**config.mk**
```make
export PLATFORM = sky130hd
export DESIGN_NAME = axi_wr_arbiter
export DESIGN_NICKNAME = d
export VERILOG_FILES = /design/src/rtl/axi_wr_arbiter.sv
export SDC_FILE = /design/constraint.sdc
export NUM_CORES = 1
export LEC_CHECK = 0
export BUFFER_PORTS_ARGS = -buffer_cell sky130_fd_sc_hd__buf_2
export CAP_MARGIN = 5
export CORE_AREA = 8 8 101 103
export DETAILED_ROUTE_END_ITERATION = 10
export DIE_AREA = 0 0 109 111
export SLEW_MARGIN = 20
export SYNTH_ARGS = -nofsm -noshare
export SYNTH_HDL_FRONTEND = slang
export SYNTH_SLANG_ARGS = --single-unit
```
**constraint.sdc**
```tcl
create_clock -name ACLK -period 1.6 [get_ports ACLK]
set_input_delay 0.32 -clock ACLK [delete_from_list [all_inputs] [get_ports ACLK]]
set_output_delay 0.32 -clock ACLK [all_outputs]
set_load 0.1 [all_outputs]
```
**src/rtl/axi_wr_arbiter.sv**
```systemverilog
// axi_wr_arbiter: round-robin share of one AXI4 write path (AW/W/B).
// Optional sticky beat_err output when AXI_WR_ARB_BEAT_CHECK_EN is defined.
package axi_defs;
    parameter int ADDR_WIDTH = 32;
    parameter int DATA_WIDTH = 32;
    parameter int ID_WIDTH   = 4;
    parameter int LEN_WIDTH  = 8;

    typedef enum logic [1:0] {
        BURST_FIXED = 2'b00,
        BURST_INCR  = 2'b01,
        BURST_WRAP  = 2'b10
    } axi_burst_e;

    typedef enum logic [1:0] {
        RESP_OKAY   = 2'b00,
        RESP_EXOKAY = 2'b01,
        RESP_SLVERR = 2'b10,
        RESP_DECERR = 2'b11
    } axi_resp_e;
endpackage

module axi_wr_arbiter #(
    parameter int NUM_MASTERS = 2,
    parameter int ADDR_WIDTH  = axi_defs::ADDR_WIDTH,
    parameter int DATA_WIDTH  = axi_defs::DATA_WIDTH,
    parameter int ID_WIDTH    = axi_defs::ID_WIDTH,
    parameter int LEN_WIDTH   = axi_defs::LEN_WIDTH
) (
    input  logic                              ACLK,
    input  logic                              ARESETn,
    input  logic [NUM_MASTERS-1:0]            s_awvalid,
    output logic [NUM_MASTERS-1:0]            s_awready,
    input  logic [NUM_MASTERS*ADDR_WIDTH-1:0] s_awaddr,
    input  logic [NUM_MASTERS*ID_WIDTH-1:0]   s_awid,
    input  logic [NUM_MASTERS*LEN_WIDTH-1:0]  s_awlen,
    input  logic [NUM_MASTERS*2-1:0]          s_awburst,
    input  logic [NUM_MASTERS-1:0]            s_wvalid,
    output logic [NUM_MASTERS-1:0]            s_wready,
    input  logic [NUM_MASTERS*DATA_WIDTH-1:0] s_wdata,
    input  logic [NUM_MASTERS-1:0]            s_wlast,
    output logic [NUM_MASTERS-1:0]            s_bvalid,
    input  logic [NUM_MASTERS-1:0]            s_bready,
    output logic [NUM_MASTERS*2-1:0]          s_bresp,
    output logic [NUM_MASTERS*ID_WIDTH-1:0]   s_bid,
    output logic                              m_awvalid,
    input  logic                              m_awready,
    output logic [ADDR_WIDTH-1:0]             m_awaddr,
    output logic [ID_WIDTH-1:0]               m_awid,
    output logic [LEN_WIDTH-1:0]              m_awlen,
    output logic [1:0]                        m_awburst,
    output logic                              m_wvalid,
    input  logic                              m_wready,
    output logic [DATA_WIDTH-1:0]             m_wdata,
    output logic                              m_wlast,
    input  logic                              m_bvalid,
    output logic                              m_bready,
    input  logic [1:0]                        m_bresp,
    input  logic [ID_WIDTH-1:0]               m_bid,
    output logic                              busy,
    output logic [$clog2(NUM_MASTERS)-1:0]    grant_idx
`ifdef AXI_WR_ARB_BEAT_CHECK_EN
    ,
    output logic                              beat_err
`endif
);

    localparam int GW = $clog2(NUM_MASTERS);

    typedef enum logic [1:0] {
        IDLE = 2'd0,
        ADDR = 2'd1,
        DATA = 2'd2,
        RESP = 2'd3
    } state_t;

    state_t               state_q;
    state_t               state_d;
    logic [GW-1:0]        rr_ptr;
    logic [LEN_WIDTH:0]   beat_cnt;
    logic                 req_found;
    logic [GW-1:0]        req_idx;
    logic                 aw_hs;
    logic                 w_hs;
    logic                 b_hs;

    assign busy = (state_q != IDLE);

    // First requester at or above rr_ptr, wrapping.
    always_comb begin
        req_found = 1'b0;
        req_idx   = '0;
        for (int i = 0; i < NUM_MASTERS; i++) begin
            if (!req_found &&
                s_awvalid[(int'(rr_ptr) + i) % NUM_MASTERS]) begin
                req_found = 1'b1;
                req_idx   = GW'((int'(rr_ptr) + i) % NUM_MASTERS);
            end
        end
    end

    always_comb begin
        state_d   = state_q;
        s_awready = '0;
        s_wready  = '0;
        s_bvalid  = '0;
        s_bresp   = '0;
        s_bid     = '0;
        m_awvalid = 1'b0;
        m_awaddr  = '0;
        m_awid    = '0;
        m_awlen   = '0;
        m_awburst = '0;
        m_wvalid  = 1'b0;
        m_wdata   = '0;
        m_wlast   = 1'b0;
        m_bready  = 1'b0;
        aw_hs     = 1'b0;
        w_hs      = 1'b0;
        b_hs      = 1'b0;
        unique case (state_q)
            IDLE: begin
                if (req_found) state_d = ADDR;
            end
            ADDR: begin
                m_awvalid            = s_awvalid[grant_idx];
                s_awready[grant_idx] = m_awready;
                m_awaddr  = s_awaddr[int'(grant_idx)*ADDR_WIDTH +: ADDR_WIDTH];
                m_awid    = s_awid[int'(grant_idx)*ID_WIDTH +: ID_WIDTH];
                m_awlen   = s_awlen[int'(grant_idx)*LEN_WIDTH +: LEN_WIDTH];
                m_awburst = s_awburst[int'(grant_idx)*2 +: 2];
                aw_hs     = m_awvalid && m_awready;
                if (aw_hs) state_d = DATA;
            end
            DATA: begin
                m_wvalid            = s_wvalid[grant_idx];
                s_wready[grant_idx] = m_wready;
                m_wdata = s_wdata[int'(grant_idx)*DATA_WIDTH +: DATA_WIDTH];
                m_wlast = s_wlast[grant_idx];
                w_hs    = m_wvalid && m_wready;
                if (w_hs && m_wlast) state_d = RESP;
            end
            RESP: begin
                m_bready            = s_bready[grant_idx];
                s_bvalid[grant_idx] = m_bvalid;
                s_bresp[int'(grant_idx)*2 +: 2]              = m_bresp;
                s_bid[int'(grant_idx)*ID_WIDTH +: ID_WIDTH] = m_bid;
                b_hs = m_bvalid && m_bready;
                if (b_hs) state_d = IDLE;
            end
        endcase
    end

    always_ff @(posedge ACLK or negedge ARESETn) begin
        if (!ARESETn) begin
            state_q   <= IDLE;
            grant_idx <= '0;
            rr_ptr    <= '0;
            beat_cnt  <= '0;
        end else begin
            state_q <= state_d;
            if (state_q == IDLE && req_found) grant_idx <= req_idx;
            if (aw_hs) beat_cnt <= '0;
            else if (w_hs) beat_cnt <= beat_cnt + (LEN_WIDTH+1)'(1);
            if (b_hs) begin
                rr_ptr <= (grant_idx == GW'(NUM_MASTERS-1)) ?
                          '0 : grant_idx + GW'(1);
            end
        end
    end

`ifdef AXI_WR_ARB_BEAT_CHECK_EN
    logic [LEN_WIDTH-1:0] awlen_q;
    logic                 beat_bad;

    // Early or missing WLAST relative to the latched AWLEN.
    assign beat_bad = w_hs &&
        (( m_wlast && (beat_cnt != {1'b0, awlen_q})) ||
         (!m_wlast && (beat_cnt == {1'b0, awlen_q})));

    always_ff @(posedge ACLK or negedge ARESETn) begin
        if (!ARESETn) begin
            awlen_q  <= '0;
            beat_err <= 1'b0;
        end else begin
            if (aw_hs) awlen_q <= m_awlen;
            if (beat_bad) beat_err <= 1'b1;
        end
    end
`endif

endmodule

```
# --- After elaboration in Yosys (flattened, before gate mapping) ---
# Index checks and enable logic that the tools add are counted.
op_classes:
  n_addsub: 4
  magnitude_cmp: 4
  n_eq_ne: 7
  shift: 9
  muxes: 40
  bitwise_logic: 6
  n_reduce_logical: 11
ops:
  columns: ["op", "n"]
  rows:
  - ["$shiftx A64 B7 Y32", 2]
  - ["$mux W32", 2]
  - ["$neg A2 Y33", 1]
  - ["$neg A3 Y33", 1]
  - ["$shift A2 B33 Y4 const A", 1]
  - ["$shift A4 B33 Y8 const A", 1]
  - ["$shiftx A2 B33 Y4", 1]
  - ["$shiftx A4 B33 Y8", 1]
  - ["$mux W1", 24]
  - ["$mux W2", 8]
  - ["$mux W8", 2]
  - ["$shiftx A16 B5 Y8", 1]
  - ["$and A8 B8 Y8", 1]
  - ["$mux W4", 2]
  - ["$ne A2 B2 Y1 const B", 4]
  - ["$pmux W2 S4", 1]
  - ["$shiftx A8 B4 Y4", 1]
  - ["$logic_and A1 B1 Y1", 7]
  - ["$and A2 B2 Y2", 3]
  - ["$and A4 B4 Y4", 1]
  - ["$eq A2 B2 Y1 const B", 2]
  - ["$lt A1 B2 Y1 const B", 2]
  - ["$reduce_and A4 Y1", 1]
  - ["$shiftx A4 B3 Y2", 1]
  - ["9 further kinds", 10]
word_totals:
  ff_bits: 4
  input_bits: 175
  output_inout_bits: 102
  word_cells: 84

# --- Longest topological paths before layout ---
logic_depth:
  depth_word: 9
  mapped_depth: 6

# --- Least setup slack after synthesis ---
# OpenSTA, ideal clock, no wires.
synth_timing:
  kind: "register -> output"
  from: "reg grant_idx"
  to: "out m_awaddr[0]"
  t_arrival_ns: 2.966
  required_ns: 1.280
  setup_slack_ns: -1.686
  path_stages_with_launch: 6
  path_cell_list: "dfrtp_1 > buf_4 > buf_4 > buf_4 > mux2i_1 > nor2b_1"
synth_via:
  elab_chain_len: 2
synth_lines:
  columns: ["item", "line", "source"]
  rows:
  - ["start: declaration", "61", "output logic [$clog2(NUM_MASTERS)-1:0] grant_idx"]
  - ["start signal: assignment", "162", "if (state_q == IDLE && req_found) grant_idx <= req_idx;"]
  - ["$shiftx A64 B7 Y32", "128", "m_awaddr = s_awaddr[int'(grant_idx)*ADDR_WIDTH +: ADDR_WIDTH];"]
  - ["$mux W32", "121", "unique case (state_q)"]
  - ["end: declaration", "48", "output logic [ADDR_WIDTH-1:0] m_awaddr,"]
# No other way between the ends.

# --- Worst setup path in the final report ---
layout_timing:
  from: "reg grant_idx"
  to: "out m_awlen[4]"
layout_via:
  elab_chain_len: 2
layout_lines:
  columns: ["item", "line", "source"]
  rows:
  - ["$shiftx A16 B5 Y8", "130", "m_awlen = s_awlen[int'(grant_idx)*LEN_WIDTH +: LEN_WIDTH];"]
  - ["$mux W8", "121", null]
  - ["end: declaration", "50", "output logic [LEN_WIDTH-1:0] m_awlen,"]
# No other way between the ends.

==> results.toml <==
[sta]
final-hold-violation-count = 0
worstMarginPinSlew_ns = 0.338
postLayoutSetupSlackWorst_ns = -0.335
slew-limit-headroom_pct = 76.8
slew_violations = 0
period_share_pct = 121
timing.final.setup_violations = 103
fin_skew_ns = 0.0150
fmax_mhz = 517
grt_setup_unrepaired = "yes"
final.min_clock_period_ns = 1.93

[worst_setup_path]
cp-start-kind = "flop"
critical_path.startpoint = "grant_idx"
startpoint_of_the_lowest_slack_register_to_register_path = "grant_idx"
critical_path_end_type = "output pin"
cp_slowest_stage_delay_ns = 0.50
cp_slowest_cell = "sky130_fd_sc_hd__dfrtp_4"
crit_path_cell_trace = "buf_12 -> buf_12 -> mux2i_1 -> nor2b_4 -> buf_12"
cp_required_ns = 1.28
criticalPathCategory = "reg2out"
cp_top_family = "flip-flops"
worst-path-max-fanout = 9
crit_top_cell = "sky130_fd_sc_hd__buf_12"
worstPathArrival_ns = 1.61
critPathBufInv = 3

[clocking]
cts_max_level = 1
cts_tree = "yes"
clock_buffer_count_from_cts = 3
clk_pin_slew_ns = 0.05
numClockSinks = 4
clock_tree.buffer_depth = 2
cts_root_buf = "sky130_fd_sc_hd__clkbuf_8"
clk-insertion-delay-late_ns = 0.23

[global_routing]
grt_overflow = 0
number_of_antenna_violations_at_the_first_check_in_global_routing = 0
pin_count_of_the_biggest_net_entering_global_routing = 30
grt_first_pass_wirelength_um = 18800
globalRouteTotalUtil_pct = 19.7
grt_pass1_vias = 3435

[min_path]
hold_path_startpoint = "s_awvalid[0]"
worst_hold_path_type = "in2reg"

[yosys]
synth_top_cell_by_area = "sky130_fd_sc_hd__mux2i_1"
synth.ff_latch_count = 4
ys_warn_count = 0
yosys.cell_types.count = 23
sequential_element_share_of_the_synthesized_area_pct = 5.37
synth_compound_area_share_pct = 2.62
synth-async-reset-ratio_pct = 100
synth_top_area_share_pct = 44.0
synth.cells.most_frequent = "84 x sky130_fd_sc_hd__nor2b_1, 82 x sky130_fd_sc_hd__mux2i_1, 11 x sky130_fd_sc_hd__clkbuf_1"
syn_area_per_cell_um2 = 7.74
synth_top_family_by_area = "multiplexers"
synth_top_flop_cell = "sky130_fd_sc_hd__dfrtp_1"
synth_enable_flop_cells = 0
yosys.cell_count.top_type = "sky130_fd_sc_hd__nor2b_1"
synth-xor-area-share_pct = 0
post_synth_fa_ha_maj_area_fraction_pct = 2.68
synth.cell_area_um2 = 1860
post_synthesis_cell_count = 241
net_count_after_synthesis = 420
yosys-top-cells-area = "sky130_fd_sc_hd__mux2i_1 44%, sky130_fd_sc_hd__nor2b_1 28%, sky130_fd_sc_hd__dfrtp_1 5.4%"
synth_simple_gate_area_share_pct = 37.5
post_synthesis_mux_area_share_pct = 44.6

[floorplan]
dieArea_um2 = 12100
dieWidth_um = 109
placementRows = 34
vertical_die_dimension_um = 111
core_region_area_um2 = 8550
num_io_pins = 277
start_util_pct = 21.8

[placement]
post-dp-hpwl_um = 10400
gp_congestion = 0.777
placement.cell_area_um2 = 5760
buffer_ports.inserted = 276

[routing]
detail-route-antenna-nets = 0
wirelength_um = 14600
dr.pass1.iters = 4
detail_route.wl_per_cell_um = 22.3
viasPerCell = 4.72
drt-initial-drc-count = 96
via_count = 3091
detail_route.drc_violations = 0

[run]
maxCapViolCount = 0

[cells_and_area]
drive_gt1_share_pct = 95.1
nets = 727
antenna_cells_inserted = 0
final_core_util_pct = 79.4
area_delta_synth_final_pct = 264
final_cell_area_um2 = 6790

[outcome]
result_of_the_run = "complete, but fails checks"
failed_checks = "negative setup slack"

[power_and_ir_drop]
worst_ir_drop_vdd_mv = 1.63
p_per_cell_area_nw_per_um2 = 2640
p_leak_nw = 2.90
==> routing by layer <==
layer / vias up / track usage (%) / part of all wire (%)
met5: - / 0 / 0
met4: 0 / 3.38 / 1.5
li1: 1431 / - / -
met1: 1492 / 18.9 / 34
met2: 148 / 38.7 / 58
met3: 20 / 6.45 / 7.3
==> kinds of logic (layout without fill, tap and decap cells) <==
kind of cell             after synthesis  count (layout)
AND/OR/NAND/NOR                      115             115
AO/OA/AOI/OAI                          8               8
multiplexers                          83              83
buffers and inverters                 27             333
adder cells (fa/ha/maj)                4               4
flip-flops                             4               4
==> placed cells by master (no fill, tap or decap), types with 3 or more instances in the layout <==
cell,synthesis,layout
sky130_fd_sc_hd__buf_12,0,111
sky130_fd_sc_hd__and2_4,0,6
sky130_fd_sc_hd__nor2b_4,0,83
sky130_fd_sc_hd__buf_4,8,10
sky130_fd_sc_hd__clkbuf_16,0,8
sky130_fd_sc_hd__ha_4,0,4
sky130_fd_sc_hd__mux2i_4,0,16
sky130_fd_sc_hd__buf_6,0,16
sky130_fd_sc_hd__mux2i_2,0,62
sky130_fd_sc_hd__mux2i_1,82,4
sky130_fd_sc_hd__buf_2,2,175
sky130_fd_sc_hd__clkbuf_8,0,3
sky130_fd_sc_hd__nor2_4,0,4
sky130_fd_sc_hd__and3_4,0,8
==> path summary, 6_finish.rpt <==
check                             endpoint  slack, ns  depth (start not counted)
worst max-delay path            m_awlen[4]      -0.33                          5
worst min-delay path             grant_idx       0.34                          2
worst max register to register  state_q[1]      -0.25                          7
worst min register to register      rr_ptr       0.61                          2
max in group asynchronous       state_q[1]       0.98                          2
min in group asynchronous        grant_idx       0.45                          2
==> stage by stage <==
step	TNS (ns)	hold WS (ns)	worst slack (ns)	cells	total power [mW]
after floorplan	-40.70	0.0244	-0.450	241	10.3
after global placement	-3.53	0.127	-0.105	627	15.0
after detailed placement	-5.02	0.131	-0.107	627	15.1
after CTS	-25.64	0.333	-0.302	641	16.4
after global routing	-30.95	0.345	-0.369	655	18.4
final	-27.01	0.338	-0.335	655	17.9
==> repair_timing <==
item,in CTS,in global routing
resized for setup,91,57
endpoints found under the hold margin,4,0
pin swaps,5,8
endpoints found under the setup margin,103,103
buffers inserted,9,5
gates cloned,1,10
hold buffers,1,0
==> power breakdown <==
| part | internal (mW) | switching [mW] | leakage [nW] |
|---|---|---|---|
| registers | 0.168 | 0.0735 | 0.0459 |
| clock network | 0.172 | 0.0706 | 0.0228 |
| logic | 7.61 | 9.83 | 2.84 |
==> final cells by class <==
type | instances | area [um^2]
Timing Repair Buffer | 323 | 3620
Multi-Input combinational cell | 210 | 2860
Fill cell | 474 | 1760
Tap cell | 108 | 135
Sequential cell | 4 | 106
Clock buffer | 4 | 45.0
Inverter | 6 | 27.5
==> sequential cells by signal, indices dropped and copies added (netlist names) <==
register and count:
grant_idx 1, rr_ptr 1, state_q 2
(Power assumes the default switching activity.)
